--- config.mk ---
export PLATFORM = sky130hd
export DESIGN_NAME = mem_access_flat
export DESIGN_NICKNAME = d
export VERILOG_FILES = /design/src/rtl/mem_access_if.sv /design/src/rtl/mem_access.sv /design/src/flat_wrapper.sv
export SDC_FILE = /design/constraint.sdc
export NUM_CORES = 1
export LEC_CHECK = 0
export BUFFER_PORTS_ARGS = -buffer_cell sky130_fd_sc_hd__clkbuf_2
export CAP_MARGIN = 10
export CORE_AREA = 8 8 167 169
export CTS_BUF_LIST = sky130_fd_sc_hd__clkbuf_8
export DETAILED_ROUTE_END_ITERATION = 7
export DIE_AREA = 0 0 175 177
export GPL_TIMING_DRIVEN = 1
export HOLD_SLACK_MARGIN = 0.05
export PLACE_DENSITY_LB_ADDON = 0.12
export SETUP_SLACK_MARGIN = 0.2
export SKIP_LAST_GASP = 1
export SLEW_MARGIN = 10
export SYNTH_ARGS = -nofsm -noshare
export SYNTH_HDL_FRONTEND = slang
export SYNTH_SLANG_ARGS = --single-unit
--- constraint.sdc ---
create_clock -name clk -period 3.36 [get_ports clk]
set_input_delay 0.336 -clock clk [delete_from_list [all_inputs] [get_ports clk]]
set_output_delay 0.336 -clock clk [all_outputs]
set_load 0.01 [all_outputs]
--- src/rtl/mem_access_if.sv ---
// Data-bus port bundle for the MEM stage: word-aligned request/ack bus.
// master: drives req/we/addr/sel/wdata; slave: returns rdata/ack.
interface mem_access_if;
   logic        bus_req;
   logic        bus_we;
   logic [31:0] bus_addr;
   logic [3:0]  bus_sel;
   logic [31:0] bus_wdata;
   logic [31:0] bus_rdata;
   logic        bus_ack;

   modport master (
      output bus_req, bus_we, bus_addr, bus_sel, bus_wdata,
      input  bus_rdata, bus_ack
   );

   modport slave (
      input  bus_req, bus_we, bus_addr, bus_sel, bus_wdata,
      output bus_rdata, bus_ack
   );
endinterface

--- src/rtl/mem_access.sv ---
// MEM stage: passes EX/MEM fields to MEM/WB and runs load/store bus cycles.
// Ports: clk, rst (async active-low), ex_* in, mem_* out, bus (master), stall_req, align_err.
module mem_access (
   input  logic        clk,
   input  logic        rst,
   input  logic [31:0] ex_inst,
   input  logic [4:0]  ex_waddr,
   input  logic        ex_reg_we,
   input  logic [31:0] ex_data,
   input  logic [3:0]  ex_mem_op,
   input  logic [31:0] ex_mem_addr,
   input  logic [31:0] ex_store_data,
   input  logic        ex_hi_we,
   input  logic        ex_lo_we,
   input  logic [31:0] ex_hi,
   input  logic [31:0] ex_lo,
   output logic [31:0] mem_inst,
   output logic [4:0]  mem_waddr,
   output logic        mem_reg_we,
   output logic [31:0] mem_data,
   output logic        mem_hi_we,
   output logic        mem_lo_we,
   output logic [31:0] mem_hi,
   output logic [31:0] mem_lo,
   mem_access_if.master bus,
   output logic        stall_req,
   output logic        align_err
);

   typedef enum logic [1:0] {IDLE, BUSY, DONE} state_t;

   localparam logic [3:0] OP_LB  = 4'd1;
   localparam logic [3:0] OP_LBU = 4'd2;
   localparam logic [3:0] OP_LH  = 4'd3;
   localparam logic [3:0] OP_LHU = 4'd4;
   localparam logic [3:0] OP_LW  = 4'd5;
   localparam logic [3:0] OP_SB  = 4'd6;
   localparam logic [3:0] OP_SH  = 4'd7;
   localparam logic [3:0] OP_SW  = 4'd8;

   state_t      state_q, state_d;
   logic        req_q, we_q;
   logic [31:0] addr_q, wdata_q, res_q;
   logic [3:0]  sel_q, op_q;
   logic [1:0]  off_q;

   logic        is_byte, is_half, is_word;
   logic        is_store, is_mem, misalign, op_q_store;
   logic [3:0]  sel_d;
   logic [31:0] wdata_d, ld_val;
   logic [7:0]  byte_v;
   logic [15:0] half_v;

   always_comb begin
      is_byte  = (ex_mem_op == OP_LB) || (ex_mem_op == OP_LBU)
              || (ex_mem_op == OP_SB);
      is_half  = (ex_mem_op == OP_LH) || (ex_mem_op == OP_LHU)
              || (ex_mem_op == OP_SH);
      is_word  = (ex_mem_op == OP_LW) || (ex_mem_op == OP_SW);
      is_store = (ex_mem_op == OP_SB) || (ex_mem_op == OP_SH)
              || (ex_mem_op == OP_SW);
      is_mem   = is_byte || is_half || is_word;
      misalign = (is_half && ex_mem_addr[0])
              || (is_word && (ex_mem_addr[1:0] != 2'b00));
      op_q_store = (op_q == OP_SB) || (op_q == OP_SH)
                || (op_q == OP_SW);
   end

   // Byte enables and lane-replicated store data for the request.
   always_comb begin
      sel_d   = 4'b0000;
      wdata_d = ex_store_data;
      unique case (1'b1)
         is_byte: begin
            sel_d   = 4'b0001 << ex_mem_addr[1:0];
            wdata_d = {4{ex_store_data[7:0]}};
         end
         is_half: begin
            sel_d   = ex_mem_addr[1] ? 4'b1100 : 4'b0011;
            wdata_d = {2{ex_store_data[15:0]}};
         end
         is_word: sel_d = 4'b1111;
         default: ;
      endcase
   end

   // Lane select and extension of the returned word.
   always_comb begin
      byte_v = bus.bus_rdata[{off_q, 3'b000} +: 8];
      half_v = off_q[1] ? bus.bus_rdata[31:16] : bus.bus_rdata[15:0];
      unique case (op_q)
         OP_LB:   ld_val = {{24{byte_v[7]}}, byte_v};
         OP_LBU:  ld_val = {24'h0, byte_v};
         OP_LH:   ld_val = {{16{half_v[15]}}, half_v};
         OP_LHU:  ld_val = {16'h0, half_v};
         default: ld_val = bus.bus_rdata;
      endcase
   end

   always_ff @(posedge clk or negedge rst) begin
      if (!rst) state_q <= IDLE;
      else      state_q <= state_d;
   end

   always_ff @(posedge clk or negedge rst) begin
      if (!rst) begin
         req_q   <= 1'b0;
         we_q    <= 1'b0;
         addr_q  <= '0;
         sel_q   <= '0;
         wdata_q <= '0;
         res_q   <= '0;
         op_q    <= '0;
         off_q   <= '0;
      end else begin
         unique case (state_q)
            IDLE: if (is_mem && !misalign) begin
               req_q   <= 1'b1;
               we_q    <= is_store;
               addr_q  <= {ex_mem_addr[31:2], 2'b00};
               sel_q   <= sel_d;
               wdata_q <= wdata_d;
               op_q    <= ex_mem_op;
               off_q   <= ex_mem_addr[1:0];
            end
            BUSY: if (bus.bus_ack) begin
               req_q <= 1'b0;
               res_q <= ld_val;
            end
            default: ;
         endcase
      end
   end

   // Register writes are suppressed until the access completes in DONE.
   always_comb begin
      state_d    = state_q;
      mem_inst   = ex_inst;
      mem_waddr  = ex_waddr;
      mem_reg_we = ex_reg_we;
      mem_data   = ex_data;
      mem_hi_we  = ex_hi_we;
      mem_lo_we  = ex_lo_we;
      mem_hi     = ex_hi;
      mem_lo     = ex_lo;
      stall_req  = 1'b0;
      align_err  = 1'b0;
      unique case (state_q)
         IDLE: if (is_mem) begin
            mem_reg_we = 1'b0;
            if (misalign) begin
               align_err = 1'b1;
            end else begin
               stall_req = 1'b1;
               state_d   = BUSY;
            end
         end
         BUSY: begin
            mem_reg_we = 1'b0;
            stall_req  = 1'b1;
            if (bus.bus_ack) state_d = DONE;
         end
         DONE: begin
            state_d = IDLE;
            if (op_q_store) mem_reg_we = 1'b0;
            else            mem_data   = res_q;
         end
         default: state_d = IDLE;
      endcase
      if (!rst) begin
         mem_inst   = '0;
         mem_waddr  = '0;
         mem_reg_we = 1'b0;
         mem_data   = '0;
         mem_hi_we  = 1'b0;
         mem_lo_we  = 1'b0;
         mem_hi     = '0;
         mem_lo     = '0;
         stall_req  = 1'b0;
         align_err  = 1'b0;
      end
   end

   assign bus.bus_req   = req_q;
   assign bus.bus_we    = we_q;
   assign bus.bus_addr  = addr_q;
   assign bus.bus_sel   = sel_q;
   assign bus.bus_wdata = wdata_q;

endmodule

--- src/flat_wrapper.sv ---
// flat-port wrapper written by rule: the top's interface ports become plain ports
module mem_access_flat 
  (clk, rst, ex_inst, ex_waddr, ex_reg_we, ex_data, ex_mem_op, ex_mem_addr, ex_store_data, ex_hi_we, ex_lo_we, ex_hi, ex_lo, mem_inst, mem_waddr, mem_reg_we, mem_data, mem_hi_we, mem_lo_we, mem_hi, mem_lo, stall_req, align_err, bus_bus_req, bus_bus_we, bus_bus_addr, bus_bus_sel, bus_bus_wdata, bus_bus_rdata, bus_bus_ack);
  mem_access_if bus_i ();
  input  logic clk;
  input  logic rst;
  input  logic [31:0] ex_inst;
  input  logic [4:0] ex_waddr;
  input  logic ex_reg_we;
  input  logic [31:0] ex_data;
  input  logic [3:0] ex_mem_op;
  input  logic [31:0] ex_mem_addr;
  input  logic [31:0] ex_store_data;
  input  logic ex_hi_we;
  input  logic ex_lo_we;
  input  logic [31:0] ex_hi;
  input  logic [31:0] ex_lo;
  output logic [31:0] mem_inst;
  output logic [4:0] mem_waddr;
  output logic mem_reg_we;
  output logic [31:0] mem_data;
  output logic mem_hi_we;
  output logic mem_lo_we;
  output logic [31:0] mem_hi;
  output logic [31:0] mem_lo;
  output logic stall_req;
  output logic align_err;
  output wire logic [$bits(bus_i.bus_req)-1:0] bus_bus_req;
  output wire logic [$bits(bus_i.bus_we)-1:0] bus_bus_we;
  output wire logic [$bits(bus_i.bus_addr)-1:0] bus_bus_addr;
  output wire logic [$bits(bus_i.bus_sel)-1:0] bus_bus_sel;
  output wire logic [$bits(bus_i.bus_wdata)-1:0] bus_bus_wdata;
  input wire logic [$bits(bus_i.bus_rdata)-1:0] bus_bus_rdata;
  input wire logic [$bits(bus_i.bus_ack)-1:0] bus_bus_ack;
  assign bus_bus_req = bus_i.bus_req;
  assign bus_bus_we = bus_i.bus_we;
  assign bus_bus_addr = bus_i.bus_addr;
  assign bus_bus_sel = bus_i.bus_sel;
  assign bus_bus_wdata = bus_i.bus_wdata;
  assign bus_i.bus_rdata = bus_bus_rdata;
  assign bus_i.bus_ack = bus_bus_ack;
  mem_access u_core (.clk(clk), .rst(rst), .ex_inst(ex_inst), .ex_waddr(ex_waddr), .ex_reg_we(ex_reg_we), .ex_data(ex_data), .ex_mem_op(ex_mem_op), .ex_mem_addr(ex_mem_addr), .ex_store_data(ex_store_data), .ex_hi_we(ex_hi_we), .ex_lo_we(ex_lo_we), .ex_hi(ex_hi), .ex_lo(ex_lo), .mem_inst(mem_inst), .mem_waddr(mem_waddr), .mem_reg_we(mem_reg_we), .mem_data(mem_data), .mem_hi_we(mem_hi_we), .mem_lo_we(mem_lo_we), .mem_hi(mem_hi), .mem_lo(mem_lo), .bus(bus_i), .stall_req(stall_req), .align_err(align_err));
endmodule
==> parameters.txt <==
Parameter                              Value

Timing
  Setup total negative slack ... 0 ns
  RSZ-0062 raised after global routing ... false
  Final count of hold timing violations ... 0
  Transition time at the pin with the least slew margin ... roughly 0.86 ns
  Relative max-transition margin ... 0.425
  Maximum achievable frequency ... around 0.34 GHz
  Post-route minimum period ... 2.92 ns
  Final slew viol count ... 0
  Final setup vio count ... 0
  Period utilization ... 0.870
  Worst setup skew after layout ... 0.0124 ns

Logic synthesis
  Post-synthesis instance area ... ~6500 sq um
  Post-Syn Area per Cell ... between 8 and 9 sq um
  Number of instances in the synthesized netlist ... 726
  Async set or reset register ratio after synthesis ... 1.00
  Post-synthesis sequential area ratio ... 0.417
  Main synth FF type ... sky130_fd_sc_hd__dfrtp_1
  Flops & latches, synth ... about 110
  Count of flip-flops with a built-in enable after synthesis ... 0
  Yosys warning count ... 0
  Unique masters post-synth ... ~50

Routing
  Initial DRC count ... 407
  Total via count after detailed routing ... between 6k and 7k
  First drt pass iteration count ... 4
  Post-detailed-routing wire length ... around 28000 microns
  Drt wl/cell ... 18.8 microns
  Number of remaining DRC errors ... 0
  Antenna-violating nets left ... 0
  Via density per instance ... roughly 4.5

GRT
  Overall fraction of global-route tracks in use ... 0.171
  Pin count of the biggest net entering global routing ... 72
  Overflow left after global routing ... 0
  Antenna violations before repair ... 0
  Global-route wire length before repair ... ~42000 microns
  Vias in the first global route ... 6902

Clock tree
  CTS H-Tree Depth ... 3
  Clock net sink count ... 108
  Source-to-sink clock delay at the later pin of the worst-skew pair ... roughly 0.39 ns
  Clock-pin slew of the registers on the worst-case setup and hold paths ... roughly 0.1 ns
  Num CTS Buffers ... 9
  Maximum buffer depth of the clock tree ... 2
  CTS tree ... done
  Root buffer cell ... sky130_fd_sc_hd__clkbuf_8

Floorplanning
  Initial Util ... 0.255
  Die span in y ... 177 microns
  Number of top-level pins ... 447
  Floorplan Core Area ... 25500 sq um
  Floorplan die area ... approximately 31000 sq um
  Row count ... 59
  Floorplan die width ... about 180 microns

Final layout
  Share of post-route cells with drive strength above 1 ... 0.492
  Final non-filler cell total ... approximately 1.5k
  Net count, final ... between 1k and 1.5k
  Design area ... 9140 sq um
  Ant. Diodes ... 0
  Post-synthesis to final-layout area growth ... 41.0%
  Number of fillers in the final layout ... about 2.8k

Placed design
  Final GP Congestion ... between 0.8 and 0.9
  Count of buffers from port buffering ... ~440
  Cell area reported after detailed placement ... roughly 8900 sq um
  Cell total after placement ... 1461
  HPWL Detailed ... 22400 microns

Job
  Total of max-cap violations ... 0

Critical path
  Sequence of cells on the critical path ... nor4b_1 -> a21oi_1 -> nand3_1 -> buf_4 -> nand2_1 -> a21oi_1 -> clkbuf_2
  Worst setup path category ... reg2out
  Stages on worst setup path ... 7
  Critical path startpoint ... u_core.op_q[1]
  Worst r2r src ... u_core.off_q[0]
  Top delay family on crit path ... simple AND/OR/NAND/NOR gates
  Crit-path max FO ... 24
  WP buf/inv ... 2
  Most frequent cell on the critical path ... sky130_fd_sc_hd__a21oi_1
  Startpoint type of the worst setup path ... register
  Type of element capturing the critical path ... primary output
  Slowest library cell on the worst path ... sky130_fd_sc_hd__dfrtp_1
  Worst endpoint data arrival time ... approximately 2.6 ns
  Depth of the worst register-to-register path ... 5
  Endpoint required time on the critical path ... 3.02 ns
  Critical path's largest stage delay ... ~0.51 ns

Hold path
  HP Start ... bus_bus_ack
  Class of the worst hold path ... in2reg
  Worst hold path stage count ... 2

Run status
  Outcome ... completed

Power and ir drop
  Leakage power of the design ... 4.64 nW
  Worst VDD drop ... roughly 270 uV
  Overall power of the completed layout ... 6.42 mW
  Power Density ... 703 nW/um^2
==> cells in the mapped netlist, types with 7 or more instances <==
master / instances / share of area
sky130_fd_sc_hd__a31oi_1: 15 / 0.014
sky130_fd_sc_hd__a311oi_1: 7 / 0.0095
sky130_fd_sc_hd__a22oi_1: 14 / 0.016
sky130_fd_sc_hd__a21oi_1: 78 / 0.060
sky130_fd_sc_hd__a31o_2: 7 / 0.0095
sky130_fd_sc_hd__buf_6: 11 / 0.019
sky130_fd_sc_hd__dfrtp_1: 108 / 0.42
sky130_fd_sc_hd__o31ai_1: 8 / 0.0093
sky130_fd_sc_hd__mux2i_1: 18 / 0.028
sky130_fd_sc_hd__o21a_1: 8 / 0.0093
sky130_fd_sc_hd__clkbuf_1: 36 / 0.021
sky130_fd_sc_hd__mux2_2: 48 / 0.083
sky130_fd_sc_hd__and2_1: 104 / 0.10
sky130_fd_sc_hd__buf_2: 8 / 0.0062
sky130_fd_sc_hd__nand2_1: 104 / 0.060
sky130_fd_sc_hd__or2_2: 7 / 0.0068
sky130_fd_sc_hd__o21ai_0: 7 / 0.0054
sky130_fd_sc_hd__a21oi_2: 17 / 0.023
sky130_fd_sc_hd__nor2_1: 63 / 0.036
==> per-layer routing <==
metal,global-route usage,up-vias,part of all wire
met1,0.226,3120,0.45
met2,0.272,215,0.47
li1,-,3296,-
met3,0.0559,11,0.077
met4,0.0272,0,0.0065
met5,0,-,0
==> metrics by stage <==
step	util	setup WS, ns	hold WS [ns]
floorplan	-	1.37	0.0404
global placement	0.351	0.857	0.289
detailed placement	0.351	0.810	0.288
CTS	0.359	0.355	0.0864
global route	0.359	0.201	0.100
finish	0.359	0.437	0.128
==> logic make-up (layout without fill, tap and decap cells) <==
family          after synthesis  in the layout  synth area share
other cells                   1              2          0.000578
compound gates              175            175             0.179
buf+inv                      68            483            0.0560
xor+xnor                      2              2           0.00270
flops                       108            108             0.417
mux                          67             67             0.115
simple gates                305            305             0.231
==> repair_timing <==
item                                   CTS  global route
hold buffers                             1             0
buffers inserted                         0             0
endpoints found under the hold margin   13             0
resized for setup                        0             0
setup endpoints to repair                0             0
==> final cells by class <==
cell class | count | area (sq um) | area share
multi-input combinational | 551 | 3430 | 0.375
sequential | 108 | 2700 | 0.296
timing repair buffer | 460 | 2360 | 0.259
tap | 335 | 419 | 0.0459
clock buffer | 10 | 138 | 0.0151
clock inverter | 5 | 60.1 | 0.00657
inverter | 8 | 30.0 | 0.00329
==> worst paths after layout <==
check / to / slack (ns)
worst max-delay path: mem_data[24] / 0.44
worst min-delay path: u_core.state_q[0] / 0.13
worst max register to register: u_core.res_q[30] / 1.06
worst min register to register: u_core.res_q[2] / 0.49
max in group asynchronous: u_core.bus.bus_sel[3] / 1.74
min in group asynchronous: u_core.res_q[18] / 0.46
==> power by group <==
part | switching [mW] | leakage (nW) | total (mW) | internal, mW
Clock | 0.481 | 0.0992 | 0.847 | 0.366
Sequential | 0.446 | 1.25 | 2.39 | 1.94
Combinational | 1.80 | 3.29 | 3.19 | 1.39
Total | 2.73 | 4.64 | 6.42 | 3.70
==> cell usage in the layout (no fill, tap or decap), drive strengths merged, types with 2 or more instances in the layout <==
master / count
nor3: 6
o21ai: 8
conb: 2
nor2b: 6
a21oi: 96
nand3: 5
nand2: 104
dfrtp: 108
a31o: 7
o21a: 8
mux2: 48
mux2i: 18
and2: 104
and3: 2
nor2: 65
a31oi: 15
a22oi: 14
clkbuf: 453
o31ai: 8
buf: 16
inv: 8
clkinv: 3
or2: 7
a21boi: 2
a311oi: 8
xnor2: 2
==> registers in the layout, indices dropped and copies added, names as in the netlist <==
signal and cells:
u_core.bus.bus_we 1, u_core.bus.bus_wdata 32, u_core.res_q 32, u_core.op_q 4, u_core.state_q 2, u_core.off_q 2, u_core.bus.bus_req 1, u_core.bus.bus_sel 4
u_core.bus.bus_addr 30
(Power assumes the default switching activity.)
